===== config.mk =====
export PLATFORM = sky130hd
export DESIGN_NAME = can_rx_deframer
export DESIGN_NICKNAME = d
export VERILOG_FILES = /design/src/rtl/can_rx_deframer.sv
export SDC_FILE = /design/constraint.sdc
export NUM_CORES = 1
export LEC_CHECK = 0
export CORE_UTILIZATION = 30
export DETAILED_ROUTE_END_ITERATION = 12
export SYNTH_ARGS = -nofsm -noshare
export SYNTH_HDL_FRONTEND = slang
export SYNTH_SLANG_ARGS = --single-unit

===== constraint.sdc =====
create_clock -name CLK -period 2.5 [get_ports CLK]
set_input_delay 0.75 -clock CLK [delete_from_list [all_inputs] [get_ports CLK]]
set_output_delay 0.75 -clock CLK [all_outputs]
set_load 0.02 [all_outputs]

===== src/rtl/can_rx_deframer.sv =====
// CAN 2.0A/2.0B receive deframer: tracks bus integration and frame fields on the
// destuffed bit stream, checks CRC-15 and presents the frame as registered fields.
module can_rx_deframer #(
   parameter int IDLE_BITS = 11
) (
   input  logic        CLK,
   input  logic        RST_N,
   input  logic        bit_in,
   input  logic        bit_valid,
   input  logic        stuff_err,
   output logic        destuff_en,
   output logic        bus_idle,
   output logic [28:0] rx_id,
   output logic        rx_ide,
   output logic        rx_rtr,
   output logic [3:0]  rx_dlc,
   output logic [63:0] rx_data,
   output logic        rx_valid,
   output logic        crc_err,
   output logic        form_err
);

   localparam int ICW = $clog2(IDLE_BITS + 1);

   typedef enum logic [3:0] {
      S_WAIT_IDLE, S_IDLE, S_ID_A, S_SRR_RTR, S_IDE, S_ID_B, S_RTR, S_R1,
      S_R0, S_DLC, S_DATA, S_CRC, S_CRC_DEL, S_ACK_SLOT, S_ACK_DEL, S_EOF
   } state_t;

   state_t           state, state_nxt;
   logic [5:0]       bit_cnt;
   logic [ICW-1:0]   idle_cnt, idle_cnt_nxt;
   logic             rx_valid_nxt, crc_err_nxt, form_err_nxt;
   logic             bit_ok;

   logic [28:0]      id_sr;
   logic             ide_q, rtr_q;
   logic [3:0]       dlc_sr;
   logic [63:0]      data_sr;
   logic [14:0]      crc_calc, crc_rx;

   logic [3:0]       dlc_full;
   logic [3:0]       data_bytes;
   logic [6:0]       data_last;

   function automatic logic [14:0] crc_step(input logic [14:0] c, input logic b);
      logic nxt;
      nxt = b ^ c[14];
      return {c[13:0], 1'b0} ^ (nxt ? 15'h4599 : 15'h0);
   endfunction

   // a stuff error discards the bit carried in the same cycle
   assign bit_ok     = bit_valid & ~stuff_err;
   assign dlc_full   = {dlc_sr[2:0], bit_in};
   assign data_bytes = dlc_sr[3] ? 4'd8 : {1'b0, dlc_sr[2:0]};
   assign data_last  = {data_bytes, 3'b000} - 7'd1;

   always_ff @(posedge CLK or negedge RST_N) begin
      if (!RST_N) begin
         state    <= S_WAIT_IDLE;
         idle_cnt <= '0;
         bit_cnt  <= '0;
      end else begin
         state    <= state_nxt;
         idle_cnt <= idle_cnt_nxt;
         if (state_nxt != state) bit_cnt <= '0;
         else if (bit_ok)        bit_cnt <= bit_cnt + 6'd1;
      end
   end

   always_comb begin
      state_nxt    = state;
      idle_cnt_nxt = idle_cnt;
      rx_valid_nxt = 1'b0;
      crc_err_nxt  = 1'b0;
      form_err_nxt = 1'b0;
      if (stuff_err && state != S_WAIT_IDLE && state != S_IDLE) begin
         form_err_nxt = 1'b1;
         state_nxt    = S_WAIT_IDLE;
         idle_cnt_nxt = '0;
      end else if (bit_ok) begin
         case (state)
            S_WAIT_IDLE: begin
               if (bit_in) begin
                  idle_cnt_nxt = idle_cnt + ICW'(1);
                  if (idle_cnt == ICW'(IDLE_BITS - 1)) state_nxt = S_IDLE;
               end else begin
                  idle_cnt_nxt = '0;
               end
            end
            S_IDLE:     if (!bit_in) state_nxt = S_ID_A;
            S_ID_A:     if (bit_cnt == 6'd10) state_nxt = S_SRR_RTR;
            S_SRR_RTR:  state_nxt = S_IDE;
            S_IDE:      state_nxt = bit_in ? S_ID_B : S_R0;
            S_ID_B:     if (bit_cnt == 6'd17) state_nxt = S_RTR;
            S_RTR:      state_nxt = S_R1;
            S_R1:       state_nxt = S_R0;
            S_R0:       state_nxt = S_DLC;
            S_DLC: begin
               if (bit_cnt == 6'd3)
                  state_nxt = (rtr_q || dlc_full == 4'd0) ? S_CRC : S_DATA;
            end
            S_DATA:     if ({1'b0, bit_cnt} == data_last) state_nxt = S_CRC;
            S_CRC:      if (bit_cnt == 6'd14) state_nxt = S_CRC_DEL;
            S_CRC_DEL: begin
               if (crc_rx != crc_calc) begin
                  crc_err_nxt  = 1'b1;
                  state_nxt    = S_WAIT_IDLE;
                  idle_cnt_nxt = '0;
               end else if (!bit_in) begin
                  form_err_nxt = 1'b1;
                  state_nxt    = S_WAIT_IDLE;
                  idle_cnt_nxt = '0;
               end else begin
                  state_nxt = S_ACK_SLOT;
               end
            end
            S_ACK_SLOT: state_nxt = S_ACK_DEL;
            S_ACK_DEL: begin
               if (!bit_in) begin
                  form_err_nxt = 1'b1;
                  state_nxt    = S_WAIT_IDLE;
                  idle_cnt_nxt = '0;
               end else begin
                  state_nxt = S_EOF;
               end
            end
            S_EOF: begin
               if (!bit_in) begin
                  form_err_nxt = 1'b1;
                  state_nxt    = S_WAIT_IDLE;
                  idle_cnt_nxt = '0;
               end else if (bit_cnt == 6'd6) begin
                  // intermission: three more recessive bits re-enter IDLE
                  rx_valid_nxt = 1'b1;
                  state_nxt    = S_WAIT_IDLE;
                  idle_cnt_nxt = ICW'(IDLE_BITS - 3);
               end
            end
            default: state_nxt = S_WAIT_IDLE;
         endcase
      end
   end

   // field shift registers and CRC
   always_ff @(posedge CLK or negedge RST_N) begin
      if (!RST_N) begin
         id_sr    <= '0;
         ide_q    <= 1'b0;
         rtr_q    <= 1'b0;
         dlc_sr   <= '0;
         data_sr  <= '0;
         crc_calc <= '0;
         crc_rx   <= '0;
      end else if (bit_ok && !stuff_err) begin
         if (state inside {S_ID_A, S_SRR_RTR, S_IDE, S_ID_B, S_RTR, S_R1, S_R0, S_DLC, S_DATA})
            crc_calc <= crc_step(crc_calc, bit_in);
         case (state)
            S_IDLE: begin
               if (!bit_in) begin
                  id_sr    <= '0;
                  ide_q    <= 1'b0;
                  rtr_q    <= 1'b0;
                  dlc_sr   <= '0;
                  data_sr  <= '0;
                  crc_rx   <= '0;
                  crc_calc <= crc_step(15'h0, bit_in);
               end
            end
            S_ID_A, S_ID_B: id_sr <= {id_sr[27:0], bit_in};
            S_SRR_RTR, S_RTR: rtr_q <= bit_in;
            S_IDE:  ide_q  <= bit_in;
            S_DLC:  dlc_sr <= dlc_full;
            S_DATA: data_sr[6'd63 - bit_cnt] <= bit_in;
            S_CRC:  crc_rx <= {crc_rx[13:0], bit_in};
            default: ;
         endcase
      end
   end

   always_ff @(posedge CLK or negedge RST_N) begin
      if (!RST_N) begin
         destuff_en <= 1'b0;
         bus_idle   <= 1'b0;
         rx_valid   <= 1'b0;
         crc_err    <= 1'b0;
         form_err   <= 1'b0;
         rx_id      <= '0;
         rx_ide     <= 1'b0;
         rx_rtr     <= 1'b0;
         rx_dlc     <= '0;
         rx_data    <= '0;
      end else begin
         destuff_en <= state_nxt inside {S_IDLE, S_ID_A, S_SRR_RTR, S_IDE, S_ID_B,
                                         S_RTR, S_R1, S_R0, S_DLC, S_DATA, S_CRC};
         bus_idle   <= (state_nxt == S_IDLE);
         rx_valid   <= rx_valid_nxt;
         crc_err    <= crc_err_nxt;
         form_err   <= form_err_nxt;
         if (rx_valid_nxt) begin
            rx_id   <= id_sr;
            rx_ide  <= ide_q;
            rx_rtr  <= rtr_q;
            rx_dlc  <= dlc_sr;
            rx_data <= data_sr;
         end
      end
   end

endmodule


# ---- Yosys cells after proc, flatten, opt, wreduce, memory -nomap -nowiden
# Index checks and enable logic that the tools add are counted.
dict set report classes {
  bitwise 4
  order_cmp 2
  mux 61
  n_addsub 4
  n_reduce_logical 30
  eq_ne 38
}
# op count
set ops {}
lappend ops {{one-hot mux 64 bit (2 select lines)} 1}
lappend ops {{two-way mux 4 bit} 25}
lappend ops {{two-way mux 15 bit} 5}
lappend ops {{bitwise mux 64 bit} 1}
lappend ops {{two-way mux 64 bit} 1}
lappend ops {{one-hot mux 4 bit (16 select lines)} 1}
lappend ops {{one-hot mux 29 bit (2 select lines)} 1}
lappend ops {{== test 4 bit, second input constant} 13}
lappend ops {{== test 4 x 3 -> 1 bit, second input constant} 8}
lappend ops {{one-hot mux 15 bit (2 select lines)} 1}
lappend ops {{two-way mux 29 bit} 1}
lappend ops {{AND reduction 3 bit} 7}
lappend ops {{== test 4 x 2 -> 1 bit, second input constant} 4}
lappend ops {{two-way mux 1 bit} 16}
lappend ops {{one-hot mux 4 bit (4 select lines)} 1}
lappend ops {{nonzero test 2 bit} 8}
lappend ops {{inequality test 15 bit} 1}
lappend ops {{bitwise XOR 15 bit} 1}
lappend ops {{== test 6 x 4 -> 1 bit, second input constant} 2}
lappend ops {{two-way mux 6 bit} 2}
lappend ops {{nonzero test 11 bit} 1}
lappend ops {{nonzero test 9 bit} 1}
lappend ops {{== test 4 x 1 -> 1 bit, second input constant} 2}
lappend ops {{zero test 4 bit} 2}
lappend ops {{26 further kinds} 33}
dict set report word_totals {
  word_cells 159
  input_bits 5
  out_inout_bits 104
  register_bits 247
}

# ---- Logic depth before layout (Yosys ltp)
# Gate-level depths: netlist of run 1.
dict set report logic_depth {
  word_depth 9
  depth_mapped 10
}

# ---- Worst setup path before layout of run 1
# OpenSTA, ideal clock, no wires.
dict set report synth_path {
  path_type {input to register}
  from {input port stuff_err}
  to {register rx_data[0]}
  stages 7
  slack_ns 0.105
  t_arrival_ns 2.270
  setup_ns 0.125
  n_path_buf 3
  cell_sequence {buf_2 nand2b_1 nor2_1 nor4b_1 clkbuf_1 buf_2 mux2_2}
}
dict set report synth_between {
  elab_chain_cells 4
  word_cells_on_any_way 6
  classes_between {mux (2); bitwise (2); reduce/logical (2)}
}
# item line_no
set synth_rtl {}
lappend synth_rtl {{start, declared} 10} ;# input logic stuff_err,
lappend synth_rtl {{NOT 1 bit} 53} ;# assign bit_ok = bit_valid & ~stuff_err;
lappend synth_rtl {{bitwise AND 1 bit} 53}
lappend synth_rtl {{two-way mux 1 bit} 81} ;# end else if (bit_ok) begin
lappend synth_rtl {{two-way mux 1 bit *} 77} ;# if (stuff_err && state != S_WAIT_IDLE && state != S_IDLE) begin
lappend synth_rtl {{end signal, assigned} 205} ;# rx_data <= data_sr;
lappend synth_rtl {{end, declared} 17} ;# output logic [63:0] rx_data,
# Mark *: on every way between the ends. The rest lies on a longest branch, timed or not.
# A chain may end at the register's enable or synchronous reset.

# ---- Final worst setup path of run 1
dict set report layout_path {
  from {register bit_cnt[0]}
  to {register bit_cnt[1]}
}
dict set report layout_between {
  elab_chain_cells 8
  word_cells_on_any_way 21
  classes_between {add/sub (1); eq/ne (7); mux (12); reduce/logical (1)}
}
# item line_no
set layout_rtl {}
lappend layout_rtl {{start, declared} 31} ;# logic [5:0] bit_cnt;
lappend layout_rtl {{start signal, assigned} 67} ;# else if (bit_ok) bit_cnt <= bit_cnt + 6'd1;
lappend layout_rtl {{== test 6 x 3 -> 1 bit} 133} ;# end else if (bit_cnt == 6'd6) begin
lappend layout_rtl {{two-way mux 4 bit} 133}
lappend layout_rtl {{two-way mux 4 bit} 129} ;# if (!bit_in) begin
lappend layout_rtl {{one-hot mux 4 bit (16 select lines)} 82} ;# case (state)
lappend layout_rtl {{two-way mux 4 bit} 81}
lappend layout_rtl {{two-way mux 4 bit} 77}
lappend layout_rtl {{inequality test 4 bit} 66} ;# if (state_nxt != state) bit_cnt <= '0;
lappend layout_rtl {{two-way mux 6 bit or nonzero test 2 bit (tied branches)} --}
# Parallel ways exist; a longest one is shown, timed or not. The select of a mux whose other input is x is not followed.

==> metrics.txt, run 1 <==
result of the run finished clean; maximum root-to-sink buffer count 3; final-layout setup total negative slack 0 ns; standby leakage power about 6.4 nW; net count of the mapped netlist between 900 and 1000; antenna violations before repair 0; final layout net count ~1100; remaining max-slew budget at the tightest pin a little under 40%; Max Fanout on Critical Path 6; number of nets with antenna violations after routing 0; die extent in y ~190 um; distinct cell type count after synthesis 58; wire length after detailed routing between 20000 and 30000 um; transition time at the pin with the least slew margin about 0.9 ns; average footprint of a synthesized cell approximately 12 um2; number of diodes added for antenna fixing 0; first-pass iteration count of the detailed router 5; worst path required time around 3.0 ns; endpoints failing setup 0; fraction of layout instances using a drive strength above 1 23.73%; number of clock buffers inserted by TritonCTS 27; setup repair after global routing missed its margin no; R2R depth 8; Detailed Route Iter0 Violations 580; post-CTS setup-driven buffer insertion count 0; maximum clock frequency 422.7 MHz; Sinks on Clock Net roughly 250; post-route non-filler standard cell count approximately 1600; number of hold-slack violations in the final timing report 0; root buffer selected by CTS sky130_fd_sc_hd__clkbuf_16; top library cells by usage in the layout, fill and taps aside sky130_fd_sc_hd__dfrtp_1 (247), sky130_fd_sc_hd__o21ai_0 (134), sky130_fd_sc_hd__clkdlybuf4s50_1 (106); maximum number of pins on one net before global-route repair 87; share of the clock period used by the worst path approximately 95%; I/O Buffers about 110; CORE AREA about 0.035 mm2; Area growth, synth to finish 30.19%; most used flip-flop cell after synthesis sky130_fd_sc_hd__dfrtp_1; number of gates resized after CTS 0; CTS tree done; H-tree levels 1; Syn. warnings 0; detail-routed via count per cell 5.012; Hold WC Path Type in2async; Max-Cap Viols 0; worst skew pair latency 0.55 ns; worst-case vdd ir drop between 0.4 and 0.5 mV; Layout Skew 0.02808 ns; Worst Path Arrival between 2 and 3 ns; gr usage total approximately 15%; number of flops mapped to enable cells by yosys 0; overall power after layout between 0.01 and 0.015 W; start-to-end type of the worst setup path reg2reg; final-layout fill cell count between 3000 and 4000; Cell Count Post-Placement 1526; overall overflow remaining after global route 0; effective utilization at floorplan a little under a third; number of global-route vias before repair ~8000; sequential cell area fraction in the yosys report a little under 60%; endpoint kind of the worst setup timing path flip-flop; cell row count between 60 and 70; power density normalized to cell area about 740 mW/mm2; clk slew on worst S/H paths approximately 0.07 ns; Synth Cell Area 0.01073 mm2; FF+latch count, synth about 250; wire length of the first global-routing pass between 40000 and 50000 um; width of the die ~190 um; overall die area around 0.037 mm2; ports placed on the boundary around 110; startpoint of the worst register-to-register path bit_cnt[0]; residual DRC count 0; sort of element at the start of the critical path flip-flop; most common library cell in the layout ignoring fill and taps sky130_fd_sc_hd__dfrtp_1; capture instance of the worst register-to-register path bit_cnt[1]; Syn Inst Count ~930; Final Max Tran Viols 0; routability cong. 0.8930; HPWL after detailed placement about 19000 um; Min Clock Period, post-route about 2.4 ns; final routed wire length divided by cell count 17.47 um; total via count in the routed design 7899; Async SR Flop Fraction between 90% and 100%; post-cts hold buffer count 0; setup slack on the worst flop-to-flop path 0.13 ns; launching element of the worst setup path bit_cnt[0]
[where the power goes]
group / leakage [nW] / switching (W) / internal, W
sequential: 3.42 / 0.000247 / 0.00419
combinational: 2.55 / 0.00106 / 0.000705
clock: 0.470 / 0.00164 / 0.00254
total: 6.44 / 0.00295 / 0.00744
[stage by stage]
step	instance area [um2]	hold slack, ns	setup WS (ns)	utilization, %
5_1_grt	13970	0.05271	0.009700	40.05
4_1_cts	13940	0.04655	0.04812	39.97
3_5_place_dp	12990	0.4927	-0.5358	37.24
6_report	13970	0.06893	0.1341	40.05
3_3_place_gp	12990	0.4909	-0.4884	37.24
2_1_floorplan	10730	0.4544	0.1053	-
[synthesized netlist by cell type, types with 3 or more instances]
cell type                  number  area share, %
sky130_fd_sc_hd__o21ai_0      135            6.3
sky130_fd_sc_hd__a311o_1        3           0.28
sky130_fd_sc_hd__nand2b_1       9           0.52
sky130_fd_sc_hd__nor2b_1        7           0.41
sky130_fd_sc_hd__nor4_1         4           0.23
sky130_fd_sc_hd__mux2_2        99             10
sky130_fd_sc_hd__buf_2         23            1.1
sky130_fd_sc_hd__or3_1          3           0.17
sky130_fd_sc_hd__clkbuf_1      31            1.1
sky130_fd_sc_hd__a31oi_1        7           0.41
sky130_fd_sc_hd__mux2i_1       14            1.3
sky130_fd_sc_hd__nor2_1        51            1.8
sky130_fd_sc_hd__o22ai_1        3           0.17
sky130_fd_sc_hd__nor3_1        16           0.75
sky130_fd_sc_hd__o21ai_1        3           0.14
sky130_fd_sc_hd__dfrtp_1      247             58
sky130_fd_sc_hd__and3_1         3           0.17
sky130_fd_sc_hd__nand2_1       25           0.87
sky130_fd_sc_hd__nor3b_1        3           0.21
sky130_fd_sc_hd__inv_1          9           0.31
sky130_fd_sc_hd__ha_1           6           0.70
sky130_fd_sc_hd__a22o_1        48            3.9
sky130_fd_sc_hd__a21oi_1       77            3.6
sky130_fd_sc_hd__buf_1          4           0.14
sky130_fd_sc_hd__nand4_1        3           0.17
sky130_fd_sc_hd__nand3_1       15           0.70
sky130_fd_sc_hd__xor2_1        20            1.6
sky130_fd_sc_hd__nand4b_1       3           0.24
sky130_fd_sc_hd__xnor2_1       13            1.1
sky130_fd_sc_hd__a211oi_1       3           0.21
[worst max-delay path, cell delays in order, from the launching register on]
cell	delay (ns)
sky130_fd_sc_hd__dfrtp_1	0.44
sky130_fd_sc_hd__clkinv_1	0.08
sky130_fd_sc_hd__ha_1	0.30
sky130_fd_sc_hd__a41oi_1	0.15
sky130_fd_sc_hd__o211ai_1	0.31
sky130_fd_sc_hd__o2111a_1	0.25
sky130_fd_sc_hd__nand2_1	0.06
sky130_fd_sc_hd__a311o_1	0.46
sky130_fd_sc_hd__a211oi_2	0.22
[final cells by class]
type	instances	area (um2)	share of cell area, %
Clock inverter	18	209.0	1.496
Inverter	11	41.29	0.2956
Clock buffer	32	744.5	5.329
Tap cell	455	569.3	4.075
Timing Repair Buffer	206	1962	14.04
Sequential cell	247	6181	44.25
Multi-Input combinational cell	607	4263	30.52
[cell families (layout without fill, tap and decap cells)]
kind of cell | Yosys count | count (layout) | share of synthesized area (%)
XOR/XNOR | 33 | 33 | 2.694
multiplexers | 113 | 113 | 11.70
buffers and inverters | 73 | 267 | 3.032
adder cells (fa/ha/maj) | 6 | 6 | 0.6996
flip-flops | 247 | 247 | 57.60
AND/OR/NAND/NOR | 157 | 157 | 7.626
AO/OA/AOI/OAI | 298 | 298 | 16.65
[flip-flops by register name, summed over array words and instances, names as in the netlist, 4 cells and up]
| name | count |
|---|---|
| rx_dlc | 4 |
| crc_calc | 15 |
| rx_id | 29 |
| idle_cnt | 4 |
| crc_rx | 15 |
| dlc_sr | 4 |
| state | 4 |
| bit_cnt | 6 |
| data_sr | 64 |
| rx_data | 64 |
| id_sr | 29 |
[how the worst max path moves through the flow]
| stage | endpoint | slack [ns] | cells after the start |
|---|---|---|---|
| final | bit_cnt[1] | 0.13 | 8 |
| after floorplan | rx_data[0] | 0.11 | 7 |
| after global routing | bit_cnt[1] | 0.01 | 8 |
| after CTS | bit_cnt[1] | 0.05 | 8 |
| after global placement | rx_data[48] | -0.49 | 7 |
| after detailed placement | bit_cnt[1] | -0.54 | 8 |
[metal layers]
layer,up-vias,global-route usage (%),routed length [um],part of all wire (%)
met5,-,0,0,0
met4,0,3.419,378,1.4
met3,30,2.882,1547,5.6
met2,165,23.70,12700,46
met1,3972,21.84,12910,47
li1,3732,-,-,-
Note: power is estimated with default switching activity, not from simulation.
==> run 2, diff against run 1 <==
--- a/config.mk
+++ b/config.mk
@@ -5,6 +5,7 @@
 export SDC_FILE = /design/constraint.sdc
 export NUM_CORES = 1
 export LEC_CHECK = 0
+export CORE_ASPECT_RATIO = 1.5
 export CORE_UTILIZATION = 30
 export DETAILED_ROUTE_END_ITERATION = 12
 export SYNTH_ARGS = -nofsm -noshare
==> run 2 against run 1 <==
Net effect:
- critical path depth is 2 lower
- maximum frequency fell by 0.90%
- critical path type is now in2reg
- largest cell class unchanged
- cell area barely moved
==> metrics.txt, run 2 (same netlist as run 1, synthesis figures left out) <==
number of nets with antenna violations after routing 0 (unchanged); Layout Skew 0.01763 ns (-0.01045 ns); Max Fanout on Critical Path 15 (+9); number of global-route vias before repair 8051 (+0.025%); number of hold-slack violations in the final timing report 0 (unchanged); root buffer selected by CTS sky130_fd_sc_hd__clkbuf_16; remaining max-slew budget at the tightest pin 29.06% (-11 points); Final Max Tran Viols 0 (unchanged); share of the clock period used by the worst path 95.49% (+0.86 points); worst skew pair latency 0.55 ns (about the same); total via count in the routed design 7910 (+0.14%); wire length of the first global-routing pass 45420 um (+2.1%); setup repair after global routing missed its margin no; final-layout fill cell count 3420 (+3.0%); residual DRC count 0 (unchanged); area of all placed cells without fillers 0.01396 mm2 (about the same); maximum number of pins on one net before global-route repair 66 (-24%); HPWL after detailed placement 19480 um (+4.7%); final layout net count 1105 (-0.54%); Multi-input gate area 0.004273 mm2 (+0.23%); overall die area 0.03654 mm2 (about the same); startpoint of the worst register-to-register path state[2]; capture instance of the worst register-to-register path bit_cnt[1]; post-placement cell area 0.01296 mm2 (-0.23%); Min Clock Period, post-route 2.387 ns (+0.02147 ns); standby leakage power 6.416 nW (-0.42%); power density normalized to cell area 743.8 mW/mm2 (about the same); storage element area 0.006183 mm2 (about the same); CTS tree done; Sinks on Clock Net 247 (unchanged); gr usage total 15.86% (+0.63 points); first-pass iteration count of the detailed router 5 (unchanged); setup slack on the worst flop-to-flop path 0.15 ns (+0.02 ns); transition time at the pin with the least slew margin 1.060 ns (+0.1591 ns); Worst Path Arrival 2.86 ns (+0.03 ns); ports placed on the boundary 109 (unchanged); overall overflow remaining after global route 0 (unchanged); Detailed Route Iter0 Violations 391 (-33%); number of clock buffers inserted by TritonCTS 26 (-3.7%); Hold WC Path Type in2async; endpoints failing setup 0 (unchanged); maximum clock frequency 418.9 MHz (-0.90%); effective utilization at floorplan 30.57% (-0.19 points); start-to-end type of the worst setup path in2reg; antenna violations before repair 0 (unchanged); routability cong. 0.8566 (-4.1%); sort of element at the start of the critical path primary input; leading registers by flop count data_sr: 64 flops, rx_data: 64 flops; clk slew on worst S/H paths 0.06 ns (about the same); wire length after detailed routing 28020 um (+1.8%); Max-Cap Viols 0 (unchanged); H-tree levels 1 (unchanged); post-cts hold buffer count 0 (unchanged); die extent in y 233.6 um (+22%); I/O Buffers 108 (unchanged); worst-case vdd ir drop 0.5101 mV (+12%); Area growth, synth to finish 30.14% (about the same); worst path required time 2.97 ns (about the same); cell row count 84 (+24%); width of the die 156.4 um (-18%); maximum root-to-sink buffer count 3 (unchanged); most common library cell in the layout ignoring fill and taps sky130_fd_sc_hd__dfrtp_1; CORE AREA 0.03510 mm2 (+0.63%); number of diodes added for antenna fixing 0 (unchanged); final routed wire length divided by cell count 17.67 um (+1.1%); fraction of layout instances using a drive strength above 1 23.00% (-0.73 points); R2R depth 7 (-1); worst hold slack across all endpoints 0.1853 ns (+0.1163 ns); detail-routed via count per cell 4.987 (-0.49%); top library cells by usage in the layout, fill and taps aside sky130_fd_sc_hd__dfrtp_1 (245), sky130_fd_sc_hd__o21ai_0 (134), sky130_fd_sc_hd__clkdlybuf4s50_1 (106); endpoint kind of the worst setup timing path flip-flop; result of the run finished clean
run 2: changes by cell type in the layout (fill, tap and decap cells not counted), moves of 2 or more:
cell,previous run,this run
sky130_fd_sc_hd__clkinv_2,8,2
sky130_fd_sc_hd__buf_4,87,82
sky130_fd_sc_hd__clkbuf_1,0,5
sky130_fd_sc_hd__clkinvlp_4,3,0
sky130_fd_sc_hd__clkbuf_8,5,7
sky130_fd_sc_hd__dfrtp_1,247,245
sky130_fd_sc_hd__dfrtp_2,0,2
run 2: power by group:
group | switching, W | internal [W]
registers | 0.000245 | 0.00420
logic | 0.00104 | 0.000680
clock network | 0.00158 | 0.00264
total | 0.00287 | 0.00751
run 2: metal layers:
| metal | share of wire [%] | track usage [%] |
|---|---|---|
| met1 | 41 | 19.62 |
| met2 | 52 | 27.69 |
| met3 | 3.8 | 1.837 |
| met4 | 3.6 | 6.801 |
| met5 | 0 | 0 |
run 2: worst max-delay path by stage:
stage,startpoint,depth (start not counted),end
finish,stuff_err,6,crc_rx[3]
global route,dlc_sr[3],9,bit_cnt[1]
CTS,crc_calc[14],8,idle_cnt[2]
detailed placement,bit_in,7,rx_id[17]
global placement,bit_in,7,rx_data[27]
floorplan,stuff_err,7,rx_data[0]
run 2: layout make-up:
cell class	count	area share [%]
clock buffers	38	5.483
clock inverters	9	1.326
inverters	11	0.2957
multi-input cells	607	30.60
flip-flops and latches	247	44.28
well taps	473	4.238
repair buffers	201	13.78
run 2: what timing repair did:
item,CTS,global route
setup buffers,0,2
endpoints found under the setup margin,0,72
gates resized for setup,0,9
run 2: critical path: stages:
cell	delay, ns
sky130_fd_sc_hd__clkdlybuf4s50_1	0.50
sky130_fd_sc_hd__nand2b_1	0.24
sky130_fd_sc_hd__buf_4	0.22
sky130_fd_sc_hd__nor3_1	0.08
sky130_fd_sc_hd__nor2_1	0.80
sky130_fd_sc_hd__a22o_1	0.25
run 2: through the flow:
step / power [W] / setup WS [ns] / util [%] / TNS [ns] / std cells
final: 0.01039 / 0.1126 / 39.78 / 0 / 1586
after global routing: 0.01088 / 0.01685 / 39.78 / 0 / 1586
after CTS: 0.01052 / 0.009127 / 39.63 / 0 / 1584
after detailed placement: 0.006211 / -0.5566 / 36.92 / -88.66 / 1537
after global placement: 0.006192 / -0.4972 / 36.92 / -80.06 / 1537
after floorplan: 0.005401 / 0.1053 / - / 0 / 927
